--- src/rtl/id_ex_stage_if.sv ---
// Decode-to-ID/EX handshake: the offered instruction, its PC and register-file read data.
// The master side is decode; the slave side is the ID/EX pipeline register.
interface id_ex_stage_if #(
    parameter int unsigned DATA_WIDTH = 32,
    parameter int unsigned INST_WIDTH = 32
) ();
    logic                  id_valid;
    logic                  id_ready;
    logic [INST_WIDTH-1:0] inst;
    logic [DATA_WIDTH-1:0] inst_addr;
    logic [DATA_WIDTH-1:0] rs1_rdata;
    logic [DATA_WIDTH-1:0] rs2_rdata;

    modport master (
        output id_valid,
        output inst,
        output inst_addr,
        output rs1_rdata,
        output rs2_rdata,
        input  id_ready
    );

    modport slave (
        input  id_valid,
        input  inst,
        input  inst_addr,
        input  rs1_rdata,
        input  rs2_rdata,
        output id_ready
    );
endinterface

--- src/rtl/id_ex_stage.sv ---
// ID/EX pipeline register: resolves operands by EX/WB forwarding at capture time and
// inserts bubbles on load-use hazards, holds on downstream stall and clears on flush.
module id_ex_stage #(
    parameter int unsigned          DATA_WIDTH = 32,
    parameter int unsigned          INST_WIDTH = 32,
    parameter logic [INST_WIDTH-1:0] NOP_INST  = INST_WIDTH'(32'h0000_0013)
) (
    input  logic                  clk_i,
    input  logic                  rst_i,
    id_ex_stage_if.slave          id_bus,
    input  logic                  ex_reg_we_i,
    input  logic [4:0]            ex_reg_waddr_i,
    input  logic [DATA_WIDTH-1:0] ex_reg_wdata_i,
    input  logic                  ex_is_load_i,
    input  logic                  wb_reg_we_i,
    input  logic [4:0]            wb_reg_waddr_i,
    input  logic [DATA_WIDTH-1:0] wb_reg_wdata_i,
    input  logic                  ex_stall_i,
    input  logic                  flush_i,
    output logic                  valid_o,
    output logic [INST_WIDTH-1:0] inst_o,
    output logic [DATA_WIDTH-1:0] inst_addr_o,
    output logic [DATA_WIDTH-1:0] op1_o,
    output logic [DATA_WIDTH-1:0] op2_o,
    output logic [DATA_WIDTH-1:0] rs2_data_o
);
    localparam int unsigned REG_ADDR_W = 5;
    localparam int unsigned IMM_W      = 12;

    localparam logic [6:0] OPC_LUI    = 7'b0110111;
    localparam logic [6:0] OPC_AUIPC  = 7'b0010111;
    localparam logic [6:0] OPC_JAL    = 7'b1101111;
    localparam logic [6:0] OPC_JALR   = 7'b1100111;
    localparam logic [6:0] OPC_OP     = 7'b0110011;
    localparam logic [6:0] OPC_OP_IMM = 7'b0010011;
    localparam logic [6:0] OPC_LOAD   = 7'b0000011;
    localparam logic [6:0] OPC_STORE  = 7'b0100011;
    localparam logic [6:0] OPC_BRANCH = 7'b1100011;

    logic [6:0]            opcode;
    logic [REG_ADDR_W-1:0] rs1_addr;
    logic [REG_ADDR_W-1:0] rs2_addr;
    logic                  rs1_used;
    logic                  rs2_used;
    logic [DATA_WIDTH-1:0] imm_sext;
    logic [DATA_WIDTH-1:0] rs1_res;
    logic [DATA_WIDTH-1:0] rs2_res;
    logic [DATA_WIDTH-1:0] op2_sel;
    logic                  load_use_c;

    logic                  valid_q, valid_d;
    logic [INST_WIDTH-1:0] inst_q, inst_d;
    logic [DATA_WIDTH-1:0] inst_addr_q, inst_addr_d;
    logic [DATA_WIDTH-1:0] op1_q, op1_d;
    logic [DATA_WIDTH-1:0] op2_q, op2_d;
    logic [DATA_WIDTH-1:0] rs2_data_q, rs2_data_d;

    // EX result beats WB result; x0 is hardwired to zero.
    function automatic logic [DATA_WIDTH-1:0] resolve(
        input logic [REG_ADDR_W-1:0] addr,
        input logic [DATA_WIDTH-1:0] rdata,
        input logic                  ex_we,
        input logic [REG_ADDR_W-1:0] ex_addr,
        input logic [DATA_WIDTH-1:0] ex_data,
        input logic                  wb_we,
        input logic [REG_ADDR_W-1:0] wb_addr,
        input logic [DATA_WIDTH-1:0] wb_data
    );
        logic [DATA_WIDTH-1:0] res;
        if (addr == '0) begin
            res = '0;
        end else if (ex_we && (ex_addr == addr)) begin
            res = ex_data;
        end else if (wb_we && (wb_addr == addr)) begin
            res = wb_data;
        end else begin
            res = rdata;
        end
        return res;
    endfunction

    // Source decode, operand resolution and hazard detection.
    always_comb begin
        opcode   = id_bus.inst[6:0];
        rs1_addr = id_bus.inst[19:15];
        rs2_addr = id_bus.inst[24:20];
        rs1_used = !(opcode inside {OPC_LUI, OPC_AUIPC, OPC_JAL});
        rs2_used = opcode inside {OPC_OP, OPC_STORE, OPC_BRANCH};
        imm_sext = {{(DATA_WIDTH-IMM_W){id_bus.inst[31]}}, id_bus.inst[31:20]};

        rs1_res = resolve(rs1_addr, id_bus.rs1_rdata,
                          ex_reg_we_i, ex_reg_waddr_i, ex_reg_wdata_i,
                          wb_reg_we_i, wb_reg_waddr_i, wb_reg_wdata_i);
        rs2_res = resolve(rs2_addr, id_bus.rs2_rdata,
                          ex_reg_we_i, ex_reg_waddr_i, ex_reg_wdata_i,
                          wb_reg_we_i, wb_reg_waddr_i, wb_reg_wdata_i);

        op2_sel = '0;
        if (rs2_used) begin
            op2_sel = rs2_res;
        end else if (opcode inside {OPC_OP_IMM, OPC_LOAD, OPC_JALR}) begin
            op2_sel = imm_sext;
        end

        load_use_c = id_bus.id_valid & ex_is_load_i & ex_reg_we_i & (ex_reg_waddr_i != '0) &
                     ((rs1_used & (ex_reg_waddr_i == rs1_addr)) |
                      (rs2_used & (ex_reg_waddr_i == rs2_addr)));
    end

    assign id_bus.id_ready = ~ex_stall_i & ~load_use_c & ~flush_i;

    // Next-state selection: flush > stall (hold) > load-use bubble > capture > bubble.
    always_comb begin
        valid_d     = valid_q;
        inst_d      = inst_q;
        inst_addr_d = inst_addr_q;
        op1_d       = op1_q;
        op2_d       = op2_q;
        rs2_data_d  = rs2_data_q;

        if (flush_i || (!ex_stall_i && (load_use_c || !id_bus.id_valid))) begin
            valid_d     = 1'b0;
            inst_d      = NOP_INST;
            inst_addr_d = '0;
            op1_d       = '0;
            op2_d       = '0;
            rs2_data_d  = '0;
        end else if (!ex_stall_i) begin
            valid_d     = 1'b1;
            inst_d      = id_bus.inst;
            inst_addr_d = id_bus.inst_addr;
            op1_d       = rs1_res;
            op2_d       = op2_sel;
            rs2_data_d  = rs2_res;
        end
    end

    always_ff @(posedge clk_i) begin
        if (rst_i) begin
            valid_q     <= 1'b0;
            inst_q      <= NOP_INST;
            inst_addr_q <= '0;
            op1_q       <= '0;
            op2_q       <= '0;
            rs2_data_q  <= '0;
        end else begin
            valid_q     <= valid_d;
            inst_q      <= inst_d;
            inst_addr_q <= inst_addr_d;
            op1_q       <= op1_d;
            op2_q       <= op2_d;
            rs2_data_q  <= rs2_data_d;
        end
    end

    assign valid_o     = valid_q;
    assign inst_o      = inst_q;
    assign inst_addr_o = inst_addr_q;
    assign op1_o       = op1_q;
    assign op2_o       = op2_q;
    assign rs2_data_o  = rs2_data_q;
endmodule

--- src/flat_wrapper.sv ---
// flat-port wrapper written by rule: the top's interface ports become plain ports
module id_ex_stage_flat 
#(
    parameter int unsigned          DATA_WIDTH = 32,
    parameter int unsigned          INST_WIDTH = 32,
    parameter logic [INST_WIDTH-1:0] NOP_INST  = INST_WIDTH'(32'h0000_0013)
)
  (clk_i, rst_i, ex_reg_we_i, ex_reg_waddr_i, ex_reg_wdata_i, ex_is_load_i, wb_reg_we_i, wb_reg_waddr_i, wb_reg_wdata_i, ex_stall_i, flush_i, valid_o, inst_o, inst_addr_o, op1_o, op2_o, rs2_data_o, id_bus_id_valid, id_bus_inst, id_bus_inst_addr, id_bus_rs1_rdata, id_bus_rs2_rdata, id_bus_id_ready);
  id_ex_stage_if #(.DATA_WIDTH(DATA_WIDTH), .INST_WIDTH(INST_WIDTH)) id_bus_i ();
  input  logic clk_i;
  input  logic rst_i;
  input  logic ex_reg_we_i;
  input  logic [4:0] ex_reg_waddr_i;
  input  logic [DATA_WIDTH-1:0] ex_reg_wdata_i;
  input  logic ex_is_load_i;
  input  logic wb_reg_we_i;
  input  logic [4:0] wb_reg_waddr_i;
  input  logic [DATA_WIDTH-1:0] wb_reg_wdata_i;
  input  logic ex_stall_i;
  input  logic flush_i;
  output logic valid_o;
  output logic [INST_WIDTH-1:0] inst_o;
  output logic [DATA_WIDTH-1:0] inst_addr_o;
  output logic [DATA_WIDTH-1:0] op1_o;
  output logic [DATA_WIDTH-1:0] op2_o;
  output logic [DATA_WIDTH-1:0] rs2_data_o;
  input wire logic [$bits(id_bus_i.id_valid)-1:0] id_bus_id_valid;
  input wire logic [$bits(id_bus_i.inst)-1:0] id_bus_inst;
  input wire logic [$bits(id_bus_i.inst_addr)-1:0] id_bus_inst_addr;
  input wire logic [$bits(id_bus_i.rs1_rdata)-1:0] id_bus_rs1_rdata;
  input wire logic [$bits(id_bus_i.rs2_rdata)-1:0] id_bus_rs2_rdata;
  output wire logic [$bits(id_bus_i.id_ready)-1:0] id_bus_id_ready;
  assign id_bus_i.id_valid = id_bus_id_valid;
  assign id_bus_i.inst = id_bus_inst;
  assign id_bus_i.inst_addr = id_bus_inst_addr;
  assign id_bus_i.rs1_rdata = id_bus_rs1_rdata;
  assign id_bus_i.rs2_rdata = id_bus_rs2_rdata;
  assign id_bus_id_ready = id_bus_i.id_ready;
  id_ex_stage #(.DATA_WIDTH(DATA_WIDTH), .INST_WIDTH(INST_WIDTH), .NOP_INST(NOP_INST)) u_core (.clk_i(clk_i), .rst_i(rst_i), .id_bus(id_bus_i), .ex_reg_we_i(ex_reg_we_i), .ex_reg_waddr_i(ex_reg_waddr_i), .ex_reg_wdata_i(ex_reg_wdata_i), .ex_is_load_i(ex_is_load_i), .wb_reg_we_i(wb_reg_we_i), .wb_reg_waddr_i(wb_reg_waddr_i), .wb_reg_wdata_i(wb_reg_wdata_i), .ex_stall_i(ex_stall_i), .flush_i(flush_i), .valid_o(valid_o), .inst_o(inst_o), .inst_addr_o(inst_addr_o), .op1_o(op1_o), .op2_o(op2_o), .rs2_data_o(rs2_data_o));
endmodule
--- config.mk ---
export PLATFORM = sky130hd
export DESIGN_NAME = id_ex_stage_flat
export DESIGN_NICKNAME = d
export VERILOG_FILES = /design/src/rtl/id_ex_stage_if.sv /design/src/rtl/id_ex_stage.sv /design/src/flat_wrapper.sv
export SDC_FILE = /design/constraint.sdc
export NUM_CORES = 1
export LEC_CHECK = 0
export BUFFER_PORTS_ARGS = -buffer_cell sky130_fd_sc_hd__buf_2
export CORE_AREA = 2 2 146 148
export DETAILED_ROUTE_END_ITERATION = 8
export DIE_AREA = 0 0 148 150
export PLACE_DENSITY = 0.7
export SKIP_CTS_REPAIR_TIMING = 1
export SLEW_MARGIN = 0
export SYNTH_ARGS = -nofsm -noshare
export SYNTH_HDL_FRONTEND = slang
export SYNTH_SLANG_ARGS = --single-unit
--- constraint.sdc ---
create_clock -name clk_i -period 5.7 [get_ports clk_i]
set_input_delay 1.71 -clock clk_i [delete_from_list [all_inputs] [get_ports clk_i]]
set_output_delay 1.71 -clock clk_i [all_outputs]
set_load 0.01 [all_outputs]
==> summary.txt <==
GRT
  • GRT Resource Usage Total: 25.1%
  • Global-route wire length before repair: 43,100 microns
  • GRT busiest layer: met2
  • Pin count of the biggest net entering global routing: 87
  • Grt met2 use: 40.9%
  • Initial antenna violation count: 1
  • Grt ovf: 0
  • M3 GR Usage: 5.98%
  • Via count of the first global-routing pass: 7,620
  • GR Util met1: 32.7%

Timing
  • Worst slew pin tran: 1.08 ns
  • Final hold vios: 0
  • Max Clock Freq: 198 MHz
  • Period utilisation layout: 88.8%
  • Final setup viols: 0
  • Post-route minimum period: 5.06 ns
  • Relative slew slack: 28.3%
  • Setup TNS: 0 ns
  • Clk_skew: 0 ns
  • Max Slew Vio Count: 0
  • Final worst slack: 0.638 ns
  • Setup repair after global routing missed its margin: no

Critical path
  • CP startpoint: ex_reg_waddr_i[1]
  • FF-to-FF Start: u_core.op2_o[25]
  • Worst path required time: 3.99 ns
  • Worst R2R Setup Slack: 4.88 ns
  • Crit Reg-Reg Endpoint: u_core.op2_o[25]
  • Startpoint type of the worst setup path: input pin
  • Critical Path AT: 3.35 ns
  • Crit. End Element: primary output
  • Setup CP Type: in -> out
  • Worst Reg-to-Reg Cells: 2
  • Crit path capture: id_bus_id_ready
  • CP Max Fanout: 3

Pwr
  • Power, Total: 2.72 mW
  • Sequential share of power: 42.8%
  • Power Dens Cells: 269 nW/um^2
  • Power share of the combinational group: 14.0%
  • Leak: 4.66 nW
  • Clock power share: 43.2%
  • Switching portion of total power: 27.5%
  • Pint: 1.97 mW
  • Maximum vdd drop: 0.000187 V
  • Switching power: 749 uW

Drt
  • DR pass1 iterations: 6
  • DR vias/cell: 5.39
  • Vias: 8,203
  • Initial DRC Count: 486
  • Post-DR wirelength/cell: 19.2 microns
  • Residual DRC count: 0
  • Post-Route WL: 29,300 microns
  • Antenna viol nets, final: 0

Logic synthesis
  • Post-Syn Area: 7530 sq um
  • Post-synth ARST share: 0%
  • Netlist cell types: 39
  • Flops & latches, synth: 161
  • Commonest cells post-synth: dfxtp_1 (161), nor2_1 (161), nand2_1 (102)
  • Synthesized area per cell: 8.21 sq um
  • Largest cells by area after synthesis: dfxtp_1 (43%), nor2_1 (8.0%), mux2i_1 (6.6%)
  • Largest area contributor in the netlist: dfxtp_1
  • Register area share after synthesis: 42.8%
  • Main synth FF type: dfxtp_1
  • Yosys synthesis warning count: 0
  • Synth Instances: 918
  • Post-synth EDFFs: 0
  • Synth top area share: 42.8%
  • Syn Nets: 1,128

Floorplanning
  • Initial Util: 36.4%
  • Die width: 148 microns
  • Chip Height: 150 microns
  • Site Rows: 53
  • Top Ports: 372
  • Die ar.: 22,200 sq um
  • CORE AREA: 20,700 sq um

Hold path
  • Hold Crit Start: u_core.op1_o[23]
  • Hold crit path type: reg -> reg
  • Worst hold path depth: 2

Clocking
  • Worst skew pair latency: 0.42 ns
  • CTS Root Cell: clkbuf_16
  • Clk slew on worst S/H paths: 0.07 ns
  • TritonCTS clock tree: done
  • TritonCTS Sinks: 161
  • Number of buffers created by CTS: 17
  • Maximum clock path buffer count: 2
  • Htree depth: 4

Cells and area
  • Layout area overhead: 34.2%
  • Final #Nets: 1,445
  • Sequential cell area: 3220 sq um
  • Multi-input logic area: 3970 sq um
  • Layout fillers: 2,084
  • Proportion of layout cells with a drive suffix above 1: 34.1%
  • Ant diodes: 0

Placement
  • Pre-CTS setup slack: 0.618 ns
  • Post-DP HPWL: 21,900 microns
  • Gpl congestion: 0.863
  • Number of port buffers: 371

Run status
  • Status: finished clean

Run
  • Max-cap violations: 0
==> how the worst min path moves through the flow <==
stage                       endpoint  slack [ns]
global placement      u_core.valid_o        0.44
global route        u_core.op1_o[31]        0.48
detailed placement    u_core.valid_o        0.45
finish              u_core.op1_o[23]        0.46
floorplan             u_core.valid_o        0.47
CTS                 u_core.op1_o[25]        0.46
==> power by group through the flow <==
stage,combinational [mW],sequential (mW),clock (mW)
2_1_floorplan,0.192,1.20,0
3_3_place_gp,0.376,1.19,0
3_5_place_dp,0.380,1.19,0
4_1_cts,0.381,1.16,1.21
5_1_grt,0.416,1.17,1.25
6_report,0.382,1.16,1.18
==> state kept, by name, summed over array words and instances (netlist names) <==
name,cells
u_core.op1_o,32
u_core.inst_addr_o,32
u_core.valid_o,1
u_core.op2_o,32
u_core.rs2_data_o,32
u_core.inst_o,32
==> layer usage <==
metal	vias up	routed length, microns
met2	395	13600
met1	3843	12600
met5	-	0
met4	0	684
met3	44	2380
li1	3921	-
==> area by class of cell <==
class	count	share of cell area, %
multi-input combinational	670	39.3
clock inverter	14	1.78
inverter	2	0.0743
tap	275	3.40
clock buffer	18	4.25
timing repair buffer	383	19.3
sequential	161	31.9
==> kinds of logic (layout without fill, tap and decap cells) <==
family          Yosys count  count (layout)  share of synthesized area, %
simple gates            366             366                          21.8
compound gates          234             234                          21.7
flops                   161             161                          42.8
buf+inv                  87             417                          4.75
mux                      50              50                          6.64
xor+xnor                 20              20                          2.33
==> metrics by stage <==
stage / utilization (%) / hold WS, ns / instances / cell area [sq um]
final: 48.9 / 0.459 / 1523 / 10100
after global routing: 48.9 / 0.480 / 1523 / 10100
after CTS: 48.9 / 0.462 / 1523 / 10100
after detailed placement: 45.9 / 0.451 / 1491 / 9500
after global placement: 45.9 / 0.438 / 1491 / 9500
after floorplan: - / 0.474 / 918 / 7530
==> placed cells by master (no fill, tap or decap), types with 3 or more instances in the layout <==
master / instances
a211o_1: 3
a21oi_1: 72
a221oi_1: 31
a22oi_1: 25
a2bb2oi_1: 18
a311o_1: 32
a31oi_1: 14
and3_1: 18
buf_2: 370
buf_4: 12
clkbuf_16: 17
clkinv_4: 5
dfxtp_1: 161
mux2i_1: 50
nand2_1: 102
nand3_2: 3
nand4_1: 16
nor2_1: 160
nor2b_1: 15
nor3_1: 18
o21ai_0: 32
or3_1: 18
xnor2_1: 19
==> worst max-delay path, stage by stage <==
cell	delay, ns
buf_2	0.12
or4_1	0.52
o211ai_1	0.32
nor2_1	0.07
a211oi_1	0.40
buf_2	0.21
Power figures use the tool's default switching activity.
